File: config.mk
export PLATFORM = sky130hd
export DESIGN_NAME = axi4lite_master_arbiter
export DESIGN_NICKNAME = d
export VERILOG_FILES = /design/src/rtl/axi4lite_master_arbiter.sv
export SDC_FILE = /design/constraint.sdc
export NUM_CORES = 1
export LEC_CHECK = 0
export CAP_MARGIN = 25
export CORE_AREA = 2 2 128 130
export DETAILED_ROUTE_END_ITERATION = 6
export DIE_AREA = 0 0 130 132
export PLACE_DENSITY = 0.81
export REMOVE_ABC_BUFFERS = 1
export SLEW_MARGIN = 20
export SYNTH_ARGS = -nofsm -noshare
export SYNTH_HDL_FRONTEND = slang
export SYNTH_SLANG_ARGS = --single-unit
File: constraint.sdc
create_clock -name clk -period 1.9 [get_ports clk]
set_input_delay 0.38 -clock clk [delete_from_list [all_inputs] [get_ports clk]]
set_output_delay 0.38 -clock clk [all_outputs]
set_load 0.02 [all_outputs]
File: src/rtl/axi4lite_master_arbiter.sv
// Round-robin arbiter that shares one AXI4-Lite master port between NUM_REQ
// requesters, with a single transaction in flight at a time.
module axi4lite_master_arbiter #(
    parameter int          NUM_REQ    = 2,
    parameter int          ADDR_WIDTH = 32,
    parameter int          DATA_WIDTH = 32,
    parameter logic [2:0]  PROT_VAL   = 3'b000
) (
    input  logic                              clk,
    input  logic                              reset,
    input  logic [NUM_REQ-1:0]                req_valid,
    output logic [NUM_REQ-1:0]                req_ready,
    input  logic [NUM_REQ-1:0]                req_write,
    input  logic [NUM_REQ*ADDR_WIDTH-1:0]     req_addr,
    input  logic [NUM_REQ*DATA_WIDTH-1:0]     req_wdata,
    input  logic [NUM_REQ*DATA_WIDTH/8-1:0]   req_wstrb,
    output logic [NUM_REQ-1:0]                rsp_valid,
    output logic [DATA_WIDTH-1:0]             rsp_rdata,
    output logic [1:0]                        rsp_resp,
    output logic                              AWVALID,
    output logic [ADDR_WIDTH-1:0]             AWADDR,
    output logic [2:0]                        AWPROT,
    input  logic                              AWREADY,
    output logic                              WVALID,
    output logic [DATA_WIDTH-1:0]             WDATA,
    output logic [DATA_WIDTH/8-1:0]           WSTRB,
    input  logic                              WREADY,
    output logic                              BREADY,
    input  logic                              BVALID,
    input  logic [1:0]                        BRESP,
    output logic                              ARVALID,
    output logic [ADDR_WIDTH-1:0]             ARADDR,
    output logic [2:0]                        ARPROT,
    input  logic                              ARREADY,
    output logic                              RREADY,
    input  logic                              RVALID,
    input  logic [DATA_WIDTH-1:0]             RDATA,
    input  logic [1:0]                        RRESP
);
    localparam int GW = (NUM_REQ > 1) ? $clog2(NUM_REQ) : 1;
    localparam int SW = DATA_WIDTH / 8;

    typedef enum logic [2:0] {IDLE, WR_REQ, WR_RESP, RD_REQ, RD_RESP, RESP} state_t;

    state_t                 state_q, state_d;
    logic [GW-1:0]          grant_q, grant_d;
    logic [GW-1:0]          last_q, last_d;
    logic [ADDR_WIDTH-1:0]  addr_q, addr_d;
    logic [DATA_WIDTH-1:0]  wdata_q, wdata_d;
    logic [SW-1:0]          wstrb_q, wstrb_d;
    logic                   aw_done_q, aw_done_d;
    logic                   w_done_q, w_done_d;
    logic [DATA_WIDTH-1:0]  rdata_q, rdata_d;
    logic [1:0]             resp_q, resp_d;

    logic                   arb_found;
    logic [GW-1:0]          arb_idx;
    logic [GW-1:0]          cand;

    logic [ADDR_WIDTH-1:0]  addr_arr  [NUM_REQ];
    logic [DATA_WIDTH-1:0]  wdata_arr [NUM_REQ];
    logic [SW-1:0]          wstrb_arr [NUM_REQ];

    for (genvar i = 0; i < NUM_REQ; i++) begin : g_unpack
        assign addr_arr[i]  = req_addr[i*ADDR_WIDTH +: ADDR_WIDTH];
        assign wdata_arr[i] = req_wdata[i*DATA_WIDTH +: DATA_WIDTH];
        assign wstrb_arr[i] = req_wstrb[i*SW +: SW];
    end

    // Search starts one past the last granted requester and wraps around.
    always_comb begin
        arb_found = 1'b0;
        arb_idx   = '0;
        cand      = '0;
        for (int k = 1; k <= NUM_REQ; k++) begin
            cand = GW'((int'(last_q) + k) % NUM_REQ);
            if (!arb_found && req_valid[cand]) begin
                arb_found = 1'b1;
                arb_idx   = cand;
            end
        end
    end

    // Handshakes: a transfer happens on a rising edge where VALID and READY are
    // both high; a VALID, once raised, stays high with stable payload until then.
    always_comb begin
        state_d   = state_q;
        grant_d   = grant_q;
        last_d    = last_q;
        addr_d    = addr_q;
        wdata_d   = wdata_q;
        wstrb_d   = wstrb_q;
        aw_done_d = aw_done_q;
        w_done_d  = w_done_q;
        rdata_d   = rdata_q;
        resp_d    = resp_q;
        req_ready = '0;
        case (state_q)
            IDLE: begin
                if (arb_found) begin
                    req_ready[arb_idx] = 1'b1;
                    grant_d   = arb_idx;
                    addr_d    = addr_arr[arb_idx];
                    wdata_d   = wdata_arr[arb_idx];
                    wstrb_d   = wstrb_arr[arb_idx];
                    aw_done_d = 1'b0;
                    w_done_d  = 1'b0;
                    state_d   = req_write[arb_idx] ? WR_REQ : RD_REQ;
                end
            end
            WR_REQ: begin
                if (AWVALID && AWREADY) aw_done_d = 1'b1;
                if (WVALID && WREADY)   w_done_d  = 1'b1;
                if ((aw_done_q || AWREADY) && (w_done_q || WREADY)) state_d = WR_RESP;
            end
            WR_RESP: begin
                if (BVALID) begin
                    resp_d  = BRESP;
                    rdata_d = '0;
                    state_d = RESP;
                end
            end
            RD_REQ: begin
                if (ARREADY) state_d = RD_RESP;
            end
            RD_RESP: begin
                if (RVALID) begin
                    rdata_d = RDATA;
                    resp_d  = RRESP;
                    state_d = RESP;
                end
            end
            RESP: begin
                last_d  = grant_q;
                state_d = IDLE;
            end
            default: state_d = IDLE;
        endcase
    end

    always_ff @(posedge clk) begin
        if (reset) begin
            state_q   <= IDLE;
            grant_q   <= '0;
            last_q    <= GW'(NUM_REQ - 1);
            addr_q    <= '0;
            wdata_q   <= '0;
            wstrb_q   <= '0;
            aw_done_q <= 1'b0;
            w_done_q  <= 1'b0;
            rdata_q   <= '0;
            resp_q    <= '0;
        end else begin
            state_q   <= state_d;
            grant_q   <= grant_d;
            last_q    <= last_d;
            addr_q    <= addr_d;
            wdata_q   <= wdata_d;
            wstrb_q   <= wstrb_d;
            aw_done_q <= aw_done_d;
            w_done_q  <= w_done_d;
            rdata_q   <= rdata_d;
            resp_q    <= resp_d;
        end
    end

    always_comb begin
        rsp_valid = '0;
        if (state_q == RESP) rsp_valid[grant_q] = 1'b1;
    end

    assign rsp_rdata = (state_q == RESP) ? rdata_q : '0;
    assign rsp_resp  = (state_q == RESP) ? resp_q  : 2'b00;

    assign AWVALID = (state_q == WR_REQ) && !aw_done_q;
    assign WVALID  = (state_q == WR_REQ) && !w_done_q;
    assign BREADY  = (state_q == WR_RESP);
    assign ARVALID = (state_q == RD_REQ);
    assign RREADY  = (state_q == RD_RESP);
    assign AWADDR  = addr_q;
    assign ARADDR  = addr_q;
    assign WDATA   = wdata_q;
    assign WSTRB   = wstrb_q;
    assign AWPROT  = PROT_VAL;
    assign ARPROT  = PROT_VAL;

endmodule

Word level (Yosys, flattened, before mapping)

Index checks and enable logic that the tools add are counted.

$add $sub $neg: 2
Reductions and logical operators: 21
Equal/unequal tests: 12
Bitwise logic cells: 1
Multiplexer cells: 46
$lt $le $gt $ge: 7

Operators by type and width:

| kind                                                                         | count |
|---|---|
| 32-bit two-way mux                                                           | 9 |
| 32-bit case mux with 2 select lines                                          | 1 |
| 1-bit two-way mux                                                            | 15 |
| 3-bit two-way mux                                                            | 5 |
| 3-bit case mux with 5 select lines                                           | 1 |
| 2-bit two-way mux                                                            | 7 |
| 4-bit two-way mux                                                            | 3 |
| 3-bit AND reduction                                                          | 3 |
| 1-bit logical AND                                                            | 8 |
| 1-bit by 2-bit less-than comparator with 1-bit output, second input constant | 4 |
| 2-bit != test, second input constant                                         | 4 |
| 3-bit by 2-bit == test with 1-bit output, second input constant              | 2 |
| 3-bit == test, second input constant                                         | 2 |
| 2-bit by 1-bit != test with 1-bit output, second input constant              | 3 |
| 5-bit AND reduction                                                          | 1 |
| 1-bit case mux with 2 select lines                                           | 2 |
| 2-bit case mux with 2 select lines                                           | 1 |
| 2-bit nonzero test                                                           | 2 |
| 3-bit by 1-bit == test with 1-bit output, second input constant              | 1 |
| 1-bit zero test                                                              | 3 |
| 3-bit zero test                                                              | 1 |
| 1-bit adder, second input constant                                           | 2 |
| 1-bit demux with 1-bit select                                                | 2 |
| 1-bit >= comparator, second input constant                                   | 2 |
| other kinds (4)                                                              | 5 |

Output and inout bits: 149
Word-level logic and storage cells: 99
Bits of input ports: 183
Flip-flop bits (word level): 109

Depth between registers and ports, before layout

Word-level depth: 13
Depth in mapped cells: 7
Depth with buffers taken out: 4

Worst setup path after synthesis

OpenSTA, ideal clock, no wires.

Kind: register to register
Start: register state_q[1]
End: register resp_q[1]
Cell stages (with the launch flop): 6
Data arrival time: 1.485 ns
Period minus slack after synthesis: 1.613 ns
Data required time: 1.772 ns
Path slack: 0.287 ns
Setup time: 0.128 ns
Buffers on the path: 1
Path through: dfxtp_1 > buf_2 > nor3b_2 > mux2_2 > mux2i_1 > nor2_1

Longest elaborated chain between the ends: 3
Elaborated cells on any way between the ends: 7
Classes of those cells: eq/ne (4); mux (1); reduce/logical (2)

Ends and longest elaborated chain:

| item                                                                                                   | RTL line | text |
|---|---|---|
| from (decl)                                                                                            | 45       | `state_t state_q, state_d;` |
| from (signal assigned)                                                                                 | 154      | `state_q <= state_d;` |
| 3-bit == test (*)                                                                                      | n/a      |  |
| via RREADY                                                                                             | 35       | `output logic RREADY,` |
| 2-bit by 1-bit != test with 1-bit output (no source line) / 2-bit nonzero test (equally long branches) | n/a      |  |
| 3-bit AND reduction (no source line)                                                                   | n/a      |  |
| to (signal assigned)                                                                                   | 163      | `resp_q <= resp_d;` |
| to (decl)                                                                                              | 54       | `logic [1:0] resp_q, resp_d;` |

The timed path passes the listed nets; every way through them passes the cells marked *.
A chain may end at the register's enable or synchronous reset.

Worst setup path after layout

Start: register state_q[1]
End: output port req_ready[0]

Longest elaborated chain between the ends: 2

Ends and longest elaborated chain:

| item              | RTL line | text |
|---|---|---|
| 3-bit zero test   | 98       | `case (state_q)` |
| 2-bit two-way mux | 98       |  |
| to (decl)         | 12       | `output logic [NUM_REQ-1:0] req_ready,` |

No other way between the ends.

==> impl_metrics.json <==
{
  "setup_violations": 1,
  "crit_path_cell_trace": "nor3_2, and3_4, clkdlybuf4s15_2",
  "critPathCaptureType": "output pin",
  "leakage_nw": 3.47,
  "synth_area_leader_cell": "dfxtp_1",
  "rsz0062_at_grt": "true",
  "nets": 1001,
  "fin_skew_ps": 4.59,
  "max_freq_ghz": 0.520,
  "path_max_fanout": 4,
  "fp.dieH_um": 132,
  "insertion_delay_ps": 350,
  "ios": 332,
  "yosys.area.top_type_share_pct": 43.9,
  "startpoint_type": "flip-flop",
  "p_seq_share_pct": 35.9,
  "vias": 5072,
  "worstPathRequired_ps": 1520,
  "io_buffer_count": 325,
  "synth_most_common_cell": "dfxtp_1",
  "clock_path_buffers": 2,
  "cts_tree": "built",
  "synth.top_cells.by_count": "109 x dfxtp_1, 105 x nor2_1, 50 x buf_4",
  "slew_viol_final": 0,
  "async_reset_ff_share_pct": 0,
  "ir_worst_vdd_uv": 496,
  "fp-row-count": 46,
  "grt_overflow": 0,
  "worst_slack_ps": -21.5,
  "grt_pass1_vias": 5014,
  "cts_hold_buffers": 0,
  "area_growth_syn_to_layout_pct": 73.5,
  "gp_congestion": 0.819,
  "syn_area_um2": 4970,
  "yosys_warnings": 0,
  "synth-seq-cells": 109,
  "synth-edff-count": 0,
  "clockPowerShare_pct": 24.5,
  "utilization_pct": 54.9,
  "routedWlPerCell_um": 17.0,
  "fp.dieArea_um2": 17200,
  "p_comb_share_pct": 39.5,
  "drive_above_1_share_pct": 13.4,
  "powerDensity_nw_per_um2": 906,
  "max_cap_violations": 0,
  "cts-root-buf": "clkbuf_16",
  "final-hold-violation-count": 0,
  "yosysUniqueCellTypes": 37,
  "drtAntennaViolNets": 0,
  "p_sw_share_pct": 33.0,
  "crit_path_top_delay_cell": "dfxtp_2",
  "min_period_ps": 1920,
  "grtUsageTotal_pct": 19.9,
  "antenna_found_initial": 1,
  "setup_tns_ps": -21.5,
  "clkTransAtPathRegs_ps": 70,
  "violations": "negative setup slack",
  "via_per_inst": 4.88,
  "start_util_pct": 31.7,
  "synthFlopType": "dfxtp_1",
  "grt_pass1_wl_mm": 26.8,
  "path_class": "reg -> out",
  "post-route-period-util_pct": 101,
  "cts_max_level": 3,
  "worstPathArrival_ps": 1540,
  "numClockSinks": 109,
  "synth_area_per_cell_um2": 9.33,
  "grt_max_degree": 55,
  "p_total_mw": 7.82,
  "drt_iter0_markers": 290,
  "tightest_slew_ps": 577,
  "route.detailed.drc": 0,
  "p_int_mw": 5.24,
  "finalWirelength_mm": 17.6,
  "netlist_instances": 533,
  "dpl.hpwl_mm": 12.9,
  "dr.pass1.iters": 6,
  "hp-class": "in -> reg",
  "core-area_um2": 15700,
  "slew_headroom_pct": 61.4,
  "ys_seq_area_share_pct": 43.9,
  "die_w_um": 130,
  "synth_area_leaders": "dfxtp_1 44%, mux2i_1 9.7%, nor2_1 7.9%",
  "cts_made_buffers": 9,
  "crit_path_max_incr_delay_ps": 360,
  "r2r_slack_ps": 150,
  "status": "complete, but fails checks",
  "p_switching_mw": 2.58
}
==> metal layers <==
layer,vias up,track usage [%],part of all wire (%)
met5,-,0,0
met4,0,9.50,2.7
met3,32,6.29,9.1
met2,237,33.0,49
met1,2337,23.2,39
li1,2466,-,-
==> cell type report <==
cell class / instances / area [µm²]
sequential: 109 / 2190
multi-input combinational: 340 / 2340
tap: 216 / 270
clock inverter: 4 / 47.5
clock buffer: 11 / 253
fill: 1414 / 7080
antenna: 1 / 2.50
inverter: 1 / 3.75
timing repair buffer: 357 / 3530
==> worst max-delay path, delay by kind of cell (launching register included) <==
family | cells | cell delay, ps
simple gates | 2 | 570
buf+inv | 1 | 260
flops | 1 | 360
==> cell families after synthesis <==
family | synth area share, %
buf+inv | 11.1
compound gates | 18.6
other cells | 0.0754
simple gates | 16.2
mux | 10.1
flops | 43.9
==> state kept, by name, summed over array words and instances (netlist names) <==
signal and count:
ARADDR 32, WDATA 32, WSTRB 4, aw_done_q 1, grant_q 1, last_q 1
rdata_q 32, resp_q 2, state_q 3, w_done_q 1
==> placed cells by master (no fill, tap or decap), drive strengths merged, types with 2 or more instances in the layout <==
master and instances:
a211o 2, a211oi 44, a21oi 6, a221o 5, a222oi 19, a22oi 32, and2 2, and3 36
and3b 6, buf 71, clkbuf 12, clkdlybuf4s15 3, clkdlybuf4s50 281, clkinv 2, conb 6, dfxtp 109
mux2 2, mux2i 48, nand2 5, nand2b 3, nor2 106, nor3 4, nor3b 2, o22ai 2
==> final timing paths <==
path,end,cells after the start,start
worst min register to register,grant_q$_SDFFE_PP0P_,1,grant_q$_SDFFE_PP0P_
worst max-delay path,req_ready[0],3,state_q[1]$_SDFFE_PP0P_
worst max register to register,resp_q[1]$_SDFFE_PP0P_,6,state_q[1]$_SDFFE_PP0P_
worst min-delay path,ARADDR[24]$_SDFFE_PP0P_,2,reset
==> power by group through the flow <==
| stage | clock, mW | combinational, mW | sequential [mW] |
|---|---|---|---|
| after floorplan | 0 | 0.864 | 3.32 |
| after global placement | 0 | 2.98 | 2.84 |
| after detailed placement | 0 | 3.00 | 2.85 |
| after CTS | 1.97 | 3.11 | 2.80 |
| after global routing | 2.07 | 3.29 | 2.85 |
| final | 1.92 | 3.09 | 2.81 |
==> timing repair <==
| item | in CTS | in global routing |
|---|---|---|
| pin swaps | 1 | 2 |
| setup buffers | 3 | 0 |
| resized for setup | 201 | 27 |
| endpoints found under the setup margin | 77 | 87 |
| cloned | 2 | 0 |
==> metrics by stage <==
step / setup WS [ps] / hold slack (ps) / area (µm²) / instances
5_1_grt: -68.5 / 342 / 8630 / 1039
3_5_place_dp: -338 / 467 / 8280 / 1019
2_1_floorplan: -2870 / 441 / 4440 / 449
6_report: -21.5 / 339 / 8630 / 1039
3_3_place_gp: -353 / 457 / 8280 / 1019
4_1_cts: -91.1 / 324 / 8620 / 1039
(Power assumes the default switching activity.)
